## config.mk

```make
export PLATFORM = sky130hd
export DESIGN_NAME = btn_debounce
export DESIGN_NICKNAME = d
export VERILOG_FILES = /design/src/rtl/btn_pkg.sv /design/src/rtl/btn_debounce_ch.sv /design/src/rtl/btn_debounce.sv
export SDC_FILE = /design/constraint.sdc
export NUM_CORES = 1
export LEC_CHECK = 0
export BUFFER_PORTS_ARGS = -buffer_cell sky130_fd_sc_hd__buf_2
export CORE_ASPECT_RATIO = 0.7
export CORE_MARGIN = 5
export CORE_UTILIZATION = 52
export DETAILED_ROUTE_END_ITERATION = 6
export PLACE_DENSITY = 0.69
export SLEW_MARGIN = 20
export SYNTH_ARGS = -nofsm -noshare
export SYNTH_HDL_FRONTEND = slang
export SYNTH_SLANG_ARGS = --single-unit
```

## constraint.sdc

```tcl
create_clock -name clk -period 6.71 [get_ports clk]
set_clock_uncertainty 0.15 [all_clocks]
set_input_delay 1.342 -clock clk [delete_from_list [all_inputs] [get_ports clk]]
set_output_delay 1.342 -clock clk [all_outputs]
set_load 0.02 [all_outputs]
```

## src/rtl/btn_pkg.sv

```systemverilog
// Shared defaults, repeat-state encoding and counter sizing helper for the
// push-button debouncer.
package btn_pkg;

   localparam int unsigned NUM_BTN_DEF         = 4;
   localparam int unsigned DEBOUNCE_CYCLES_DEF = 1_000_000;
   localparam int unsigned HOLD_CYCLES_DEF     = 50_000_000;
   localparam int unsigned REPEAT_CYCLES_DEF   = 10_000_000;

   typedef enum logic [1:0] {
      RPT_IDLE   = 2'd0,
      RPT_HOLD   = 2'd1,
      RPT_REPEAT = 2'd2
   } rpt_state_e;

   // Width needed to hold 0..n-1, never narrower than one bit.
   function automatic int unsigned cnt_width(input int unsigned n);
      return (n < 2) ? 1 : $clog2(n);
   endfunction

endpackage

```

## src/rtl/btn_debounce_ch.sv

```systemverilog
// One button channel: 2-flop synchronizer, debounce counter, press strobe and,
// with BTN_AUTOREPEAT_EN defined, a hold/auto-repeat sequencer.
//
//   state      | meaning
//   RPT_IDLE   | debounced level low, no timing in progress
//   RPT_HOLD   | pressed, timer counting down the initial hold time
//   RPT_REPEAT | hold time elapsed, timer counting down each repeat period
module btn_debounce_ch
   import btn_pkg::*;
#(
   parameter int unsigned DEBOUNCE_CYCLES = DEBOUNCE_CYCLES_DEF,
   parameter int unsigned HOLD_CYCLES     = HOLD_CYCLES_DEF,
   parameter int unsigned REPEAT_CYCLES   = REPEAT_CYCLES_DEF
) (
   input  logic clk,
   input  logic rst_n,
   input  logic btn_i,
   output logic level_o,
   output logic pulse_o
);

   localparam int unsigned     DB_W  = cnt_width(DEBOUNCE_CYCLES);
   localparam logic [DB_W-1:0] DB_TC = DB_W'(DEBOUNCE_CYCLES - 1);

   logic            sync1_q, sync2_q;
   logic            level_q, level_d;
   logic            pulse_q, pulse_d;
   logic [DB_W-1:0] db_cnt_q, db_cnt_d;
   logic            accept;
   logic            rise;

   always_comb begin
      db_cnt_d = '0;
      accept   = 1'b0;
      if (sync2_q != level_q) begin
         if (db_cnt_q == DB_TC) begin
            accept = 1'b1;
         end else begin
            db_cnt_d = db_cnt_q + DB_W'(1);
         end
      end
      level_d = accept ? sync2_q : level_q;
   end

   assign rise = accept & sync2_q;

`ifdef BTN_AUTOREPEAT_EN
   localparam int unsigned      TMR_MAX = (HOLD_CYCLES > REPEAT_CYCLES) ? HOLD_CYCLES : REPEAT_CYCLES;
   localparam int unsigned      TMR_W   = cnt_width(TMR_MAX);
   localparam logic [TMR_W-1:0] HOLD_TC = TMR_W'(HOLD_CYCLES - 1);
   localparam logic [TMR_W-1:0] REP_TC  = TMR_W'(REPEAT_CYCLES - 1);

   rpt_state_e       state_q, state_d;
   logic [TMR_W-1:0] tmr_q, tmr_d;
   logic             fall;
   logic             rpt_fire;

   assign fall = accept & ~sync2_q;

   always_comb begin
      state_d  = state_q;
      tmr_d    = tmr_q;
      rpt_fire = 1'b0;
      case (state_q)
         RPT_IDLE: begin
            if (rise) begin
               state_d = RPT_HOLD;
               tmr_d   = HOLD_TC;
            end
         end
         RPT_HOLD, RPT_REPEAT: begin
            // A release on this edge wins over a repeat that would fire with it.
            if (fall) begin
               state_d = RPT_IDLE;
               tmr_d   = '0;
            end else if (tmr_q == '0) begin
               rpt_fire = 1'b1;
               state_d  = RPT_REPEAT;
               tmr_d    = REP_TC;
            end else begin
               tmr_d = tmr_q - TMR_W'(1);
            end
         end
         default: begin
            state_d = RPT_IDLE;
            tmr_d   = '0;
         end
      endcase
      pulse_d = (rise | rpt_fire) & ~pulse_q;
   end

   always_ff @(posedge clk or negedge rst_n) begin
      if (!rst_n) begin
         state_q <= RPT_IDLE;
         tmr_q   <= '0;
      end else begin
         state_q <= state_d;
         tmr_q   <= tmr_d;
      end
   end
`else
   assign pulse_d = rise;
`endif

   always_ff @(posedge clk or negedge rst_n) begin
      if (!rst_n) begin
         sync1_q  <= 1'b0;
         sync2_q  <= 1'b0;
         level_q  <= 1'b0;
         db_cnt_q <= '0;
         pulse_q  <= 1'b0;
      end else begin
         sync1_q  <= btn_i;
         sync2_q  <= sync1_q;
         level_q  <= level_d;
         db_cnt_q <= db_cnt_d;
         pulse_q  <= pulse_d;
      end
   end

   assign level_o = level_q;
   assign pulse_o = pulse_q;

endmodule

```

## src/rtl/btn_debounce.sv

```systemverilog
// Multi-channel push-button debouncer with registered press strobes.
// Define BTN_AUTOREPEAT_EN to add hold-then-repeat strobes on held buttons.
module btn_debounce
   import btn_pkg::*;
#(
   parameter int unsigned NUM_BTN         = NUM_BTN_DEF,
   parameter int unsigned DEBOUNCE_CYCLES = DEBOUNCE_CYCLES_DEF,
   parameter int unsigned HOLD_CYCLES     = HOLD_CYCLES_DEF,
   parameter int unsigned REPEAT_CYCLES   = REPEAT_CYCLES_DEF
) (
   input  logic               clk,
   input  logic               rst_n,
   input  logic [NUM_BTN-1:0] btn,
   output logic [NUM_BTN-1:0] btn_level,
   output logic [NUM_BTN-1:0] btn_pulse
);

   for (genvar i = 0; i < NUM_BTN; i++) begin : g_ch
      btn_debounce_ch #(
         .DEBOUNCE_CYCLES (DEBOUNCE_CYCLES),
         .HOLD_CYCLES     (HOLD_CYCLES),
         .REPEAT_CYCLES   (REPEAT_CYCLES)
      ) u_ch (
         .clk     (clk),
         .rst_n   (rst_n),
         .btn_i   (btn[i]),
         .level_o (btn_level[i]),
         .pulse_o (btn_pulse[i])
      );
   end

endmodule

```

# Word level (Yosys, flattened, before mapping)

Cells that the tools add are included.

Register bits: 96
Bits in latches: 0
Memory bits (writable): 0
Memory bits (read-only): 0
Input bits: 6
Output and inout bits: 8
Word-level logic and storage cells: 52
Memories: 0

$add $sub $neg: 4
Multipliers: 0
Divide/modulo/power cells: 0
Order comparisons: 0
Equality and inequality tests: 8
Shift-type cells: 0
Mux-type cells: 16
Bitwise logic cells: 4
Reduce and logical (&&, ||, !) cells: 0

Operators with widths:

| kind                                          | count |
|---|---|
| two-way mux 20 bit                            | 8 |
| adder 20 x 1 -> 20 bit, second input constant | 4 |
| equality test 20 bit, second input constant   | 4 |
| two-way mux 1 bit                             | 8 |
| AND 1 bit                                     | 4 |
| != test 1 bit                                 | 4 |

# Depth between registers and ports, before layout

Word-level depth: 4
Depth in mapped cells: 6

# Hierarchy

A second synthesis with hierarchy kept.

Cell total of the unflattened synthesis: 428
Area, all modules: 4739.5 sq um

Modules (own cells, without submodules):

| module          | times used | cells each | area each (sq um) | seq. area each (sq um) |
|---|---|---|---|---|
| btn_debounce_ch | 4          | 107        | 1184.9            | 600.6 |

# Worst setup path before layout

Ideal clock, no wire load.

Kind: register -> register
Start: register g_ch[3].u_ch.db_cnt_q[7]
End: register g_ch[3].u_ch.level_q
Setup time: 125 ps
Data arrival time: 1900 ps
Path slack: 4535 ps
Stages on the path, launching flop included: 5
Path buffers: 0
Clock period less this slack: 2175 ps
Cell sequence: dfrtp_1 > or4_1 > or4_4 > nor2_2 > mux2_2

Word-level cells in the longest chain between the ends: 3

Ends and longest elaborated chain:

| item                     | line                   | RTL |
|---|---|---|
| start: declaration       | btn_debounce_ch.sv:28  | `logic [DB_W-1:0] db_cnt_q, db_cnt_d;` |
| start signal: assignment | btn_debounce_ch.sv:116 | `db_cnt_q <= db_cnt_d;` |
| equality test 20 bit     | btn_debounce_ch.sv:36  | `if (db_cnt_q == DB_TC) begin` |
| two-way mux 1 bit        | btn_debounce_ch.sv:36  |  |
| two-way mux 1 bit        | btn_debounce_ch.sv:35  | `if (sync2_q != level_q) begin` |
| end signal: assignment   | btn_debounce_ch.sv:115 | `level_q <= level_d;` |
| end: declaration         | btn_debounce_ch.sv:26  | `logic level_q, level_d;` |

Every way passes these cells.
A chain may end at the register's enable or synchronous reset.

# Worst setup path after layout

Start: register g_ch[2].u_ch.level_q
End: output port btn_level[2]

RTL lines:

| item                     | line                   | RTL |
|---|---|---|
| start: declaration       | btn_debounce_ch.sv:26  |  |
| start signal: assignment | btn_debounce_ch.sv:115 |  |
| end: declaration         | btn_debounce.sv:14     | `output logic [NUM_BTN-1:0] btn_level,` |

No word-level cell between the ends.

==> results.ini <==
[routing]
wl_per_cell_um = 13.41
ant_nets = 0
vias_per_cell = 5.402
drc = 0
first_pass_iters = 4
wl_mm = 7.967
drtIter0Drc = 215
vias = 3209

[global_route]
grt_pass1_vias = 2971
grt_usage_pct = 16.29
overflow = 0
antenna_found_initial = 0
grt_max_degree = 54
grt_pass1_wl_mm = 13.95

[hold_path]
min-delay-start = g_ch[1].u_ch.sync1_q
min_path_type = register to register

[cts]
cts_tree = built
clk_pin_slew_ns = 0.06
numCtsBuffers = 9
clk_path_buf_depth = 2
cts_sinks = 96
clock_latency_ns = 0.34
cts_root_buf = clkbuf_16
cts.repair_timing.setup_buffer_count = 0
cts.hold.buffers_added = 0
post_cts_resized = 0
cts_max_level = 3

[worst_setup_path]
crit_chain = buf_2
timing.rr.start = g_ch[3].u_ch.db_cnt_q[0]
worstPathMaxFanout = 4
arrival_ns = 0.92
criticalPathCategory = register to output port
crit_path_top_delay_cell = dfrtp_1
cp_slowest_stage_delay_ns = 0.41
start_kind = register
crit_start = g_ch[2].u_ch.level_o
cp-end-kind = output port
crit_family = flip-flops
required_ns = 5.22
crit_buf_inv = 1

[die]
initial_core_util_pct = 53.67
die_w_um = 121.8
pin_count = 14
rows = 28
dieArea_sq_um = 10750
core_area_sq_um = 8478
die_y_um = 88.27

[sta]
tightest_slew_ns = 0.7385
timing.fmax_mhz = 414.2
relSlewSlack_pct = 50.44
final-setup-viol-count = 0
fin_tns_setup_ns = 0
rsz0062_at_grt = no
timing_hold_violations_final = 0
maxSlewViolCount = 0
period_minus_slack_ns = 2.414
post-route-period-util_pct = 35.98
fin_ws_ns = 4.296

[placed_design]
portBuffers = 13
gp_congestion = 0.8126
hpwl_mm = 5.447
place_ws_ns = 4.058

[synth]
synth_xor_area_share_pct = 10.59
synth_top_cells_by_count = dfrtp_1, nor2_1, xnor2_1, nand3_1, nand2_1
ys_seq_area_share_pct = 52.79
synthFlopType = dfrtp_1
yosysUniqueCellTypes = 37
synth_edf_count = 0
synth_area_sq_um = 4551
synth_top_area_share_pct = 52.79
synth_top_family_by_area = simple AND/OR/NAND/NOR gates
yosys-top-cells-area = dfrtp_1, xnor2_1, nor2_1
synth_fa_ha_area_share_pct = 1.100
yosys.area.top_type = dfrtp_1
synthMuxAreaShare_pct = 1.870
synth_simple_gate_area_share_pct = 24.53
synth_warnings = 0
synth_fp_nets = 468
synth.avg_cell_area_sq_um = 9.936
synth_cells = 458
yosysMostFrequentCell = dfrtp_1
synth_compound_area_share_pct = 5.362
postSynth.asyncResetShare_pct = 100.0
synth_seq_cells = 96

[power_and_ir_drop]
p_leak_uw = 0.001985
powerDensity_nw_per_um2 = 220.0
ir_drop_v = 0.0001410

[cells_and_area]
area_delta_synth_final_pct = 9.403
antennaDiodeCount = 0
drive_gt1_share_pct = 9.705
fin_nets = 479

[flow_run]
maxCapViolations = 0

[status]
outcome = completed

==> per-stage QoR <==
stage          hold slack [ns]  power (uW)  area [sq um]  std cells  utilization (%)
4_1_cts                 0.2061        1112          4979        594            58.72
3_5_place_dp            0.1903       640.8          4703        578            55.48
3_3_place_gp            0.1862       639.5          4703        578            55.48
2_1_floorplan           0.1812       620.9          4551        458                -
5_1_grt                 0.2173        1140          4979        594            58.72
6_report                0.2045        1095          4979        594            58.72
==> flip-flops by register name, indices dropped and copies added, names as in the netlist <==
register and flops:
g_ch.u_ch.sync2_q 4, g_ch.u_ch.sync1_q 4, g_ch.u_ch.level_o 4, g_ch.u_ch.pulse_o 4
g_ch.u_ch.db_cnt_q 80
==> final cells by class <==
type | instances | area, sq um
multi-input cells | 326 | 1982
flip-flops and latches | 96 | 2402
repair buffers | 17 | 97.59
clock buffers | 10 | 229.0
fillers | 729 | 3500
inverters | 19 | 71.32
clock inverters | 6 | 46.29
well taps | 120 | 150.1
==> metal layers <==
metal	wire length [um]	track usage, %	vias up
li1	-	-	1620
met1	4012	23.41	1534
met2	3539	23.65	46
met3	302	4.984	9
met4	112	5.595	0
met5	0	0	-
==> layout by cell type, fill, tap and decap left out, types with 2 or more instances in the layout <==
cell type and n:
a21oi_1 17, a31o_2 2, and2_1 2, and3_1 6, and3b_1 4, buf_2 12
buf_4 5, clkbuf_16 9, clkinv_4 3, clkinvlp_4 2, dfrtp_1 96, ha_1 4
inv_1 19, mux2_2 4, mux2i_1 4, nand2_1 23, nand3_1 27, nand4_1 18
nor2_1 70, nor3_1 18, nor4_1 18, nor4b_1 2, o21ai_0 14, o21ai_1 2
o31ai_1 5, or2_2 2, or3_1 10, or4_1 9, xnor2_1 41, xor2_1 14
==> where the power goes <==
group,internal (uW),switching (uW)
Clock,252,214
Combinational,9.45,24.5
Sequential,587,7.76
Total,849,246
==> final timing paths <==
path,endpoint,slack (ns),cells after the start
max,btn_level[2],4.30,1
max reg2reg,g_ch[3].u_ch.db_cnt_q[2],4.33,5
min,g_ch[1].u_ch.sync2_q,0.20,0
min reg2reg,g_ch[1].u_ch.sync2_q,0.20,0
max in group asynchronous,g_ch[3].u_ch.db_cnt_q[18],4.52,2
min in group asynchronous,g_ch[1].u_ch.db_cnt_q[17],0.83,1
==> cell families (layout without fill, tap and decap cells) <==
group / Yosys count / count (layout)
AO/OA/AOI/OAI: 42 / 42
multiplexers: 8 / 8
flip-flops: 96 / 96
buffers and inverters: 36 / 52
AND/OR/NAND/NOR: 217 / 217
adder cells (fa/ha/maj): 4 / 4
XOR/XNOR: 55 / 55
Power figures use the tool's default switching activity.
